File: src/rtl/store_buffer.sv
// rtl/store_buffer.sv - posted-write store buffer with in-order drain and store-to-load forwarding
module store_buffer #(
  parameter int DEPTH = 4,
  parameter int AW    = 32,
  parameter int DW    = 32
) (
  input  logic                     clk,
  input  logic                     reset,
  input  logic                     cpu_we,
  input  logic [AW-1:0]            cpu_addr,
  input  logic [DW-1:0]            cpu_wdata,
  output logic [DW-1:0]            cpu_rdata,
  output logic                     stall,
  output logic                     mem_valid,
  output logic [AW-1:0]            mem_addr,
  output logic [DW-1:0]            mem_wdata,
  input  logic                     mem_ready,
  output logic [AW-1:0]            mem_raddr,
  input  logic [DW-1:0]            mem_rdata,
  output logic [$clog2(DEPTH):0]   count,
  output logic                     empty
);

  localparam int PW = $clog2(DEPTH);
  localparam int CW = PW + 1;

  logic [AW-1:0] addr_q [DEPTH];
  logic [DW-1:0] data_q [DEPTH];
  logic [PW-1:0] head_q, head_d;
  logic [PW-1:0] tail_q, tail_d;
  logic [CW-1:0] count_q, count_d;
  logic          push, pop;

  assign stall     = (count_q == CW'(DEPTH));
  assign mem_valid = (count_q != '0);
  assign empty     = (count_q == '0);
  assign count     = count_q;
  assign mem_addr  = addr_q[head_q];
  assign mem_wdata = data_q[head_q];
  assign mem_raddr = cpu_addr;

  // A push is refused whenever the registered count is full, even if the head pops this edge.
  assign push = cpu_we & ~stall;
  assign pop  = mem_valid & mem_ready;

  always_comb begin
    head_d  = head_q;
    tail_d  = tail_q;
    count_d = count_q;
    if (push) tail_d = tail_q + PW'(1);
    if (pop)  head_d = head_q + PW'(1);
    case ({push, pop})
      2'b10:   count_d = count_q + CW'(1);
      2'b01:   count_d = count_q - CW'(1);
      default: count_d = count_q;
    endcase
  end

  always_ff @(posedge clk or negedge reset) begin
    if (!reset) begin
      head_q  <= '0;
      tail_q  <= '0;
      count_q <= '0;
    end else begin
      head_q  <= head_d;
      tail_q  <= tail_d;
      count_q <= count_d;
    end
  end

  // Entry storage needs no reset; validity is carried by head/count alone.
  always_ff @(posedge clk) begin
    if (push) begin
      addr_q[tail_q] <= cpu_addr;
      data_q[tail_q] <= cpu_wdata;
    end
  end

  // Walk oldest to youngest so the last word match seen is the youngest pending store.
  always_comb begin
    logic [PW-1:0] idx;
    idx       = head_q;
    cpu_rdata = mem_rdata;
    for (int i = 0; i < DEPTH; i++) begin
      idx = head_q + PW'(i);
      if ((CW'(i) < count_q) && (addr_q[idx][AW-1:2] == cpu_addr[AW-1:2]))
        cpu_rdata = data_q[idx];
    end
  end

endmodule

File: config.mk
export PLATFORM = sky130hd
export DESIGN_NAME = store_buffer
export DESIGN_NICKNAME = d
export VERILOG_FILES = /design/src/rtl/store_buffer.sv
export SDC_FILE = /design/constraint.sdc
export NUM_CORES = 1
export LEC_CHECK = 0
export CORE_AREA = 3 3 267 269
export CTS_CLUSTER_DIAMETER = 60
export DETAILED_ROUTE_END_ITERATION = 10
export DIE_AREA = 0 0 270 272
export PLACE_DENSITY = 0.42
export REMOVE_ABC_BUFFERS = 1
export SYNTH_ARGS = -nofsm -noshare
export SYNTH_HDL_FRONTEND = slang
export SYNTH_SLANG_ARGS = --single-unit
export TNS_END_PERCENT = 5
File: constraint.sdc
create_clock -name clk -period 3.8 [get_ports clk]
set_input_delay 0.76 -clock clk [delete_from_list [all_inputs] [get_ports clk]]
set_output_delay 0.76 -clock clk [all_outputs]
set_load 0.03 [all_outputs]
# Word-level counts from Yosys, hierarchy flattened

Memories as Yosys holds them, arrays and structs flattened.
Index checks and enable logic that the tools add are counted.

Register bits after elaboration: 7
Input bits: 100
Logic and storage cells: 39
Memory bits (writable): 256
ROM bits: 0
Bits in latches: 0
Memories kept: 2
Output and inout port bits: 134

Memories:

| memory | words | bits a word | read ports | clocked after memory_dff | wr ports | line | source |
|---|---|---|---|---|---|---|---|
| addr_q | 4     | 32          | 4          | 0                        | 1        | 27   | `logic [AW-1:0] addr_q [DEPTH];` |
| data_q | 4     | 32          | 4          | 0                        | 1        | 28   | `logic [DW-1:0] data_q [DEPTH];` |

Eq/ne operators: 7
Reduce and logical (&&, ||, !) cells: 7
Divide/modulo/power cells: 0
Multiplexer cells: 7
$lt $le $gt $ge: 4
Multiply operators: 0
Bitwise gates (word level): 3
Shift-type cells: 0
$add $sub $neg: 6

Operators with widths:

| operator                                                                    | number |
|---|---|
| 32-bit 2-to-1 mux                                                           | 4 |
| 30-bit == test                                                              | 4 |
| 1-bit by 3-bit less-than comparator with 1-bit output, first input constant | 2 |
| 2-bit by 3-bit less-than comparator with 1-bit output, first input constant | 2 |
| 3-bit one-hot mux with 2 select lines                                       | 1 |
| 2-bit by 1-bit adder with 2-bit output, second input constant               | 2 |
| 2-bit adder, second input constant                                          | 2 |
| 1-bit logical AND                                                           | 4 |
| 3-bit by 1-bit adder with 3-bit output, second input constant               | 1 |
| 3-bit == test, second input constant                                        | 1 |
| 3-bit zero test                                                             | 1 |
| 3-bit nonzero test                                                          | 1 |
| 3-bit by 1-bit subtractor with 3-bit output, second input constant          | 1 |
| 1-bit bitwise AND                                                           | 2 |
| 2-bit by 1-bit == test with 1-bit output, second input constant             | 1 |
| 2-bit == test, second input constant                                        | 1 |
| 1-bit 2-to-1 mux                                                            | 2 |
| 2-bit nonzero test                                                          | 1 |
| 1-bit NOT                                                                   | 1 |

# Longest topological paths before layout

An unclocked memory read counts as a cell.

Depth after elaboration: 7
Gate-level depth with buffers: 16
Depth with buffers taken out: 10

# Worst setup path before layout

Ideal clock, no wire load.

Path type: register -> output
From: register head_q[0]
To: output port cpu_rdata[30]
Cell stages (with the launch flop): 15
Data required time: 3,040 ps
Slack: -755 ps
Path buffers: 5
Arrival: 3,795 ps
Cell sequence: dfrtp_1 > buf_2 > inv_1 > buf_4 > buf_4 > buf_4 > mux2i_1 > xnor2_1 > o2111ai_1 > nor4_2 > nand4b_4 > buf_6 > mux2i_1 > and2_1 > nor3_1

Word-level cells in the longest chain between the ends: 7
Elaborated cells between the ends (all ways): 17
Classes of those cells: add/sub: 3; eq/ne: 4; mux: 4; reduce/logical: 4; memory: 2

Ends and longest elaborated chain:

| what                            | line | source |
|---|---|---|
| from (decl)                     | 29   | `logic [PW-1:0] head_q, head_d;` |
| from (signal assigned)          | 61   | `head_q <= '0;` |
| from (signal assigned)          | 65   | `head_q <= head_d;` |
| memory 4 x 32 bit               | --   |  |
| named net mem_addr[9]           | 15   | `output logic [AW-1:0] mem_addr,` |
| 30-bit == test                  | 86   | `if ((CW'(i) < count_q) && (addr_q[idx][AW-1:2] == cpu_addr[AW-1:2]))` |
| 1-bit logical AND               | 86   |  |
| 32-bit 2-to-1 mux (4 in series) | 86   |  |
| to (decl)                       | 12   | `output logic [DW-1:0] cpu_rdata,` |

The timed path passes the listed nets, and every way through them passes these cells.

# Worst setup path in the final report

From: register head_q[0]
To: output port cpu_rdata[20]

Word-level cells in the longest chain between the ends: 7
Elaborated cells between the ends (all ways): 17
Classes of those cells: add/sub: 3; eq/ne: 4; mux: 4; reduce/logical: 4; memory: 2

Ends and longest elaborated chain:

| what                                                                               | line |
|---|---|
| 2-bit by 1-bit adder with 2-bit output / memory 4 x 32 bit (equally long branches) | -- |
| memory 4 x 32 bit / 30-bit == test (equally long branches)                         | -- |
| 30-bit == test / 1-bit logical AND (equally long branches)                         | 86 |
| 1-bit logical AND / 32-bit 2-to-1 mux (equally long branches)                      | 86 |
| 32-bit 2-to-1 mux (2 in series)                                                    | 86 |
| 32-bit 2-to-1 mux (*)                                                              | 86 |

Mark *: on every way between the ends. The rest lies on a longest branch, timed or not.

==> impl_metrics.env <==
export IMPL_die_width_um=270
export IMPL_start_util=0.250
export IMPL_cp_cell_sequence="buf_12, buf_6, buf_12, mux4_2, xor2_4, nor4_4, o2111ai_2, nor4_2, buf_4, nand4b_4, buf_12, buf_12, buf_4, mux2i_1, a22o_1, nor3_2, buf_4"
export IMPL_power_internal_mw=11.9
export IMPL_crit_path_end_kind="primary output"
export IMPL_power_density_mw_per_mm2=798
export IMPL_peakVddDrop_mv=0.425
export IMPL_routed_wl_mm=65.2
export IMPL_htree_levels=2
export IMPL_core_rowCount=96
export IMPL_grt_util_met1=0.224
export IMPL_final_cells=2962
export IMPL_vias_per_cell=4.77
export IMPL_hold_viol=0
export IMPL_path_class="flip-flop to primary output"
export IMPL_cts_sinks=263
export IMPL_setup_viol=32
export IMPL_total_power_mw=20.3
export IMPL_place_area_mm2=0.0232
export IMPL_ios=234
export IMPL_clock_fmax_mhz=199
export IMPL_start_kind="flip-flop"
export IMPL_grt_pass1_vias=14458
export IMPL_place_inst=2855
export IMPL_grt_util_met3=0.0290
export IMPL_clk_latency_ns=0.54
export IMPL_holdCritPathClass="input port to async pin"
export IMPL_synth_cell_type_count=67
export IMPL_drt_pass1_iter_count=5
export IMPL_seq_area_frac_synth=0.456
export IMPL_power_share_clock=0.178
export IMPL_synth_area_mm2=0.0172
export IMPL_gp_congestion=0.870
export IMPL_switching_share=0.414
export IMPL_hpwl_mm=48.5
export IMPL_slew_viol_final=0
export IMPL_core_area_mm2=0.0688
export IMPL_cp_top_family="buffers and inverters"
export IMPL_worst_path_most_repeated_cell="buf_12"
export IMPL_yosys_warnings=0
export IMPL_synth_flop_cell="edfxtp_1"
export IMPL_setup_tns_ns=-36.49
export IMPL_cts_root_buf="clkbuf_16"
export IMPL_slowest_delay_ns=0.49
export IMPL_syn_avg_cell_area_um2=12.0
export IMPL_cp_slowest_cell="mux4_2"
export IMPL_num_antenna_cells=0
export IMPL_layout_drive_gt1_share=0.359
export IMPL_syn_inst=1431
export IMPL_grt_pass1_wl_mm=94.5
export IMPL_utilization=0.369
export IMPL_grt_busiest_layer="met2"
export IMPL_timing_hold_ws_ns=0.492
export IMPL_nets=2111
export IMPL_slew_limit_headroom=0.587
export IMPL_antenna_found_initial=1
export IMPL_synth_edf_count=256
export IMPL_status="finished, violations left"
export IMPL_yosys_register_bits=263
export IMPL_power_switching_mw=8.40
export IMPL_drc=0
export IMPL_portBuffers=233
export IMPL_num_vias=14130
export IMPL_async_flop_share=0.0266
export IMPL_fin_ws_ns=-1.24
export IMPL_violations="setup timing"
export IMPL_die_h_um=272
export IMPL_synthTopCellsByArea="edfxtp_1 45%, mux2i_1 16%, xnor2_1 4.3%"
export IMPL_synth_largest_area_cell="edfxtp_1"
export IMPL_cp_buffers_inverters=8
export IMPL_leakagePower_nw=10.1
export IMPL_period_minus_slack_ns=5.04
export IMPL_tightestPinTransition_ns=0.612
export IMPL_cap_violations=0
export IMPL_clockBufferDepth=3
export IMPL_cts_buffers=38
export IMPL_seqPwrFrac=0.201
export IMPL_design_area_mm2=0.0254
export IMPL_post_drt_wl_per_cell_um=22.0
export IMPL_skew_ns=0.0138
export IMPL_fin_crit_sh=1.33
export IMPL_synth_top_area_frac=0.446
export IMPL_num_fill_cells=6729
export IMPL_synthToLayoutAreaGrowth_pct=47.3
export IMPL_pwr_share_comb=0.621
export IMPL_dr_first_iter_drc_count=870
export IMPL_dieArea_mm2=0.0734
export IMPL_ant_nets=0
export IMPL_grt_util_met2=0.292
export IMPL_crit_fanout=6
export IMPL_cts_tree="done"
export IMPL_grt_use_total=0.171
export IMPL_pre_cts_slack_ns=-1.13
export IMPL_rsz0062_at_grt="true"
export IMPL_required_ns=3.04
export IMPL_grt_max_degree=66
export IMPL_arrival_ns=4.28
export IMPL_overflow=0
export IMPL_path_clk_slew_ns=0.06
[layout make-up]
| cell class | instances | area [um2] | area share |
|---|---|---|---|
| sequential | 263 | 7870 | 0.310 |
| clock inverter | 22 | 245 | 0.00966 |
| tap | 931 | 1160 | 0.0459 |
| clock buffer | 47 | 1050 | 0.0413 |
| timing repair buffer | 683 | 6270 | 0.247 |
| inverter | 17 | 76.3 | 0.00301 |
| multi-input combinational | 999 | 8720 | 0.343 |
[registers in the layout, summed over array words and instances, names as in the netlist]
signal / cells
count: 3
data_q: 128
addr_q: 128
tail_q: 2
head_q: 2
[repair_timing]
| item | in CTS | in global routing |
|---|---|---|
| hold buffers | 0 | 0 |
| setup buffers | 23 | 11 |
| endpoints found under the setup margin | 64 | 53 |
| gates cloned | 3 | 3 |
| gates resized for setup | 77 | 56 |
| pin swaps | 70 | 12 |
[cells in the mapped netlist, types with 5 or more instances]
library cell  number
inv_1             17
ha_1               9
dfrtp_1            7
buf_1             12
o21ai_0           20
nor3_2            30
o221ai_1           5
nor2_1            82
nor4_1            25
a22o_1            34
buf_6             15
o2bb2ai_1          8
mux2i_1          284
buf_4             39
mux2_2            45
o311ai_0          22
a311o_1            8
mux4_2            19
clkbuf_1          50
o22ai_1            8
xor2_1            15
a22oi_1            8
a21oi_1           58
a211o_1            5
xnor2_1           85
nor3_1            22
buf_2             28
a211oi_1          10
nand3_1           52
nor4_2             5
and2_1            17
nand2_1           24
nand4_1           18
nor2b_1           14
edfxtp_1         256
[cells by family (layout without fill, tap and decap cells)]
family | Yosys count | in the layout | synth area share
muxes | 352 | 352 | 0.225
and+or+nand+nor | 307 | 307 | 0.103
DFF | 263 | 263 | 0.456
AOI/OAI and AO/OA | 231 | 231 | 0.0982
buffers and inverters | 169 | 769 | 0.0602
xor gates and xnor gates | 100 | 100 | 0.0508
adders and majority gates | 9 | 9 | 0.00653
[layout by cell type (no fill, tap or decap), types with 34 or more instances in the layout]
master / n
nand3_1: 52
edfxtp_1: 256
xnor2_1: 83
clkbuf_16: 44
nor2_1: 82
buf_12: 45
buf_4: 445
mux2_2: 45
mux2i_1: 267
clkdlybuf4s50_1: 163
a21oi_1: 58
a22o_1: 34
[metal layers]
layer,up-vias,wire length (um)
met5,-,11
li1,6698,-
met2,382,31200
met1,6948,29000
met4,2,1800
met3,100,3150
[path summary, 6_finish.rpt]
kind | to | slack [ns] | start | cells after the start
worst max-delay path | cpu_rdata[20] | -1.24 | head_q[0]$_DFFE_PN0P_ | 17
worst min-delay path | head_q[1]$_DFFE_PN0P_ | 0.49 | reset | 1
worst max register to register | addr_q[3][11]$_DFFE_PP_ | 1.25 | count[0]$_DFFE_PN0P_ | 7
worst min register to register | count[0]$_DFFE_PN0P_ | 0.61 | count[0]$_DFFE_PN0P_ | 2
max in group asynchronous | head_q[0]$_DFFE_PN0P_ | 3.01 | reset | 1
min in group clk | count[0]$_DFFE_PN0P_ | 0.61 | count[0]$_DFFE_PN0P_ | 2
[power by group through the flow]
stage / Sequential [mW] / Combinational, mW / Clock [mW]
2_1_floorplan: 4.55 / 4.96 / 0
3_3_place_gp: 4.18 / 11.9 / 0
3_5_place_dp: 4.20 / 11.9 / 0
4_1_cts: 4.07 / 12.4 / 3.74
5_1_grt: 4.13 / 13.4 / 3.85
6_report: 4.07 / 12.6 / 3.61
Note: power is estimated with default switching activity, not from simulation.
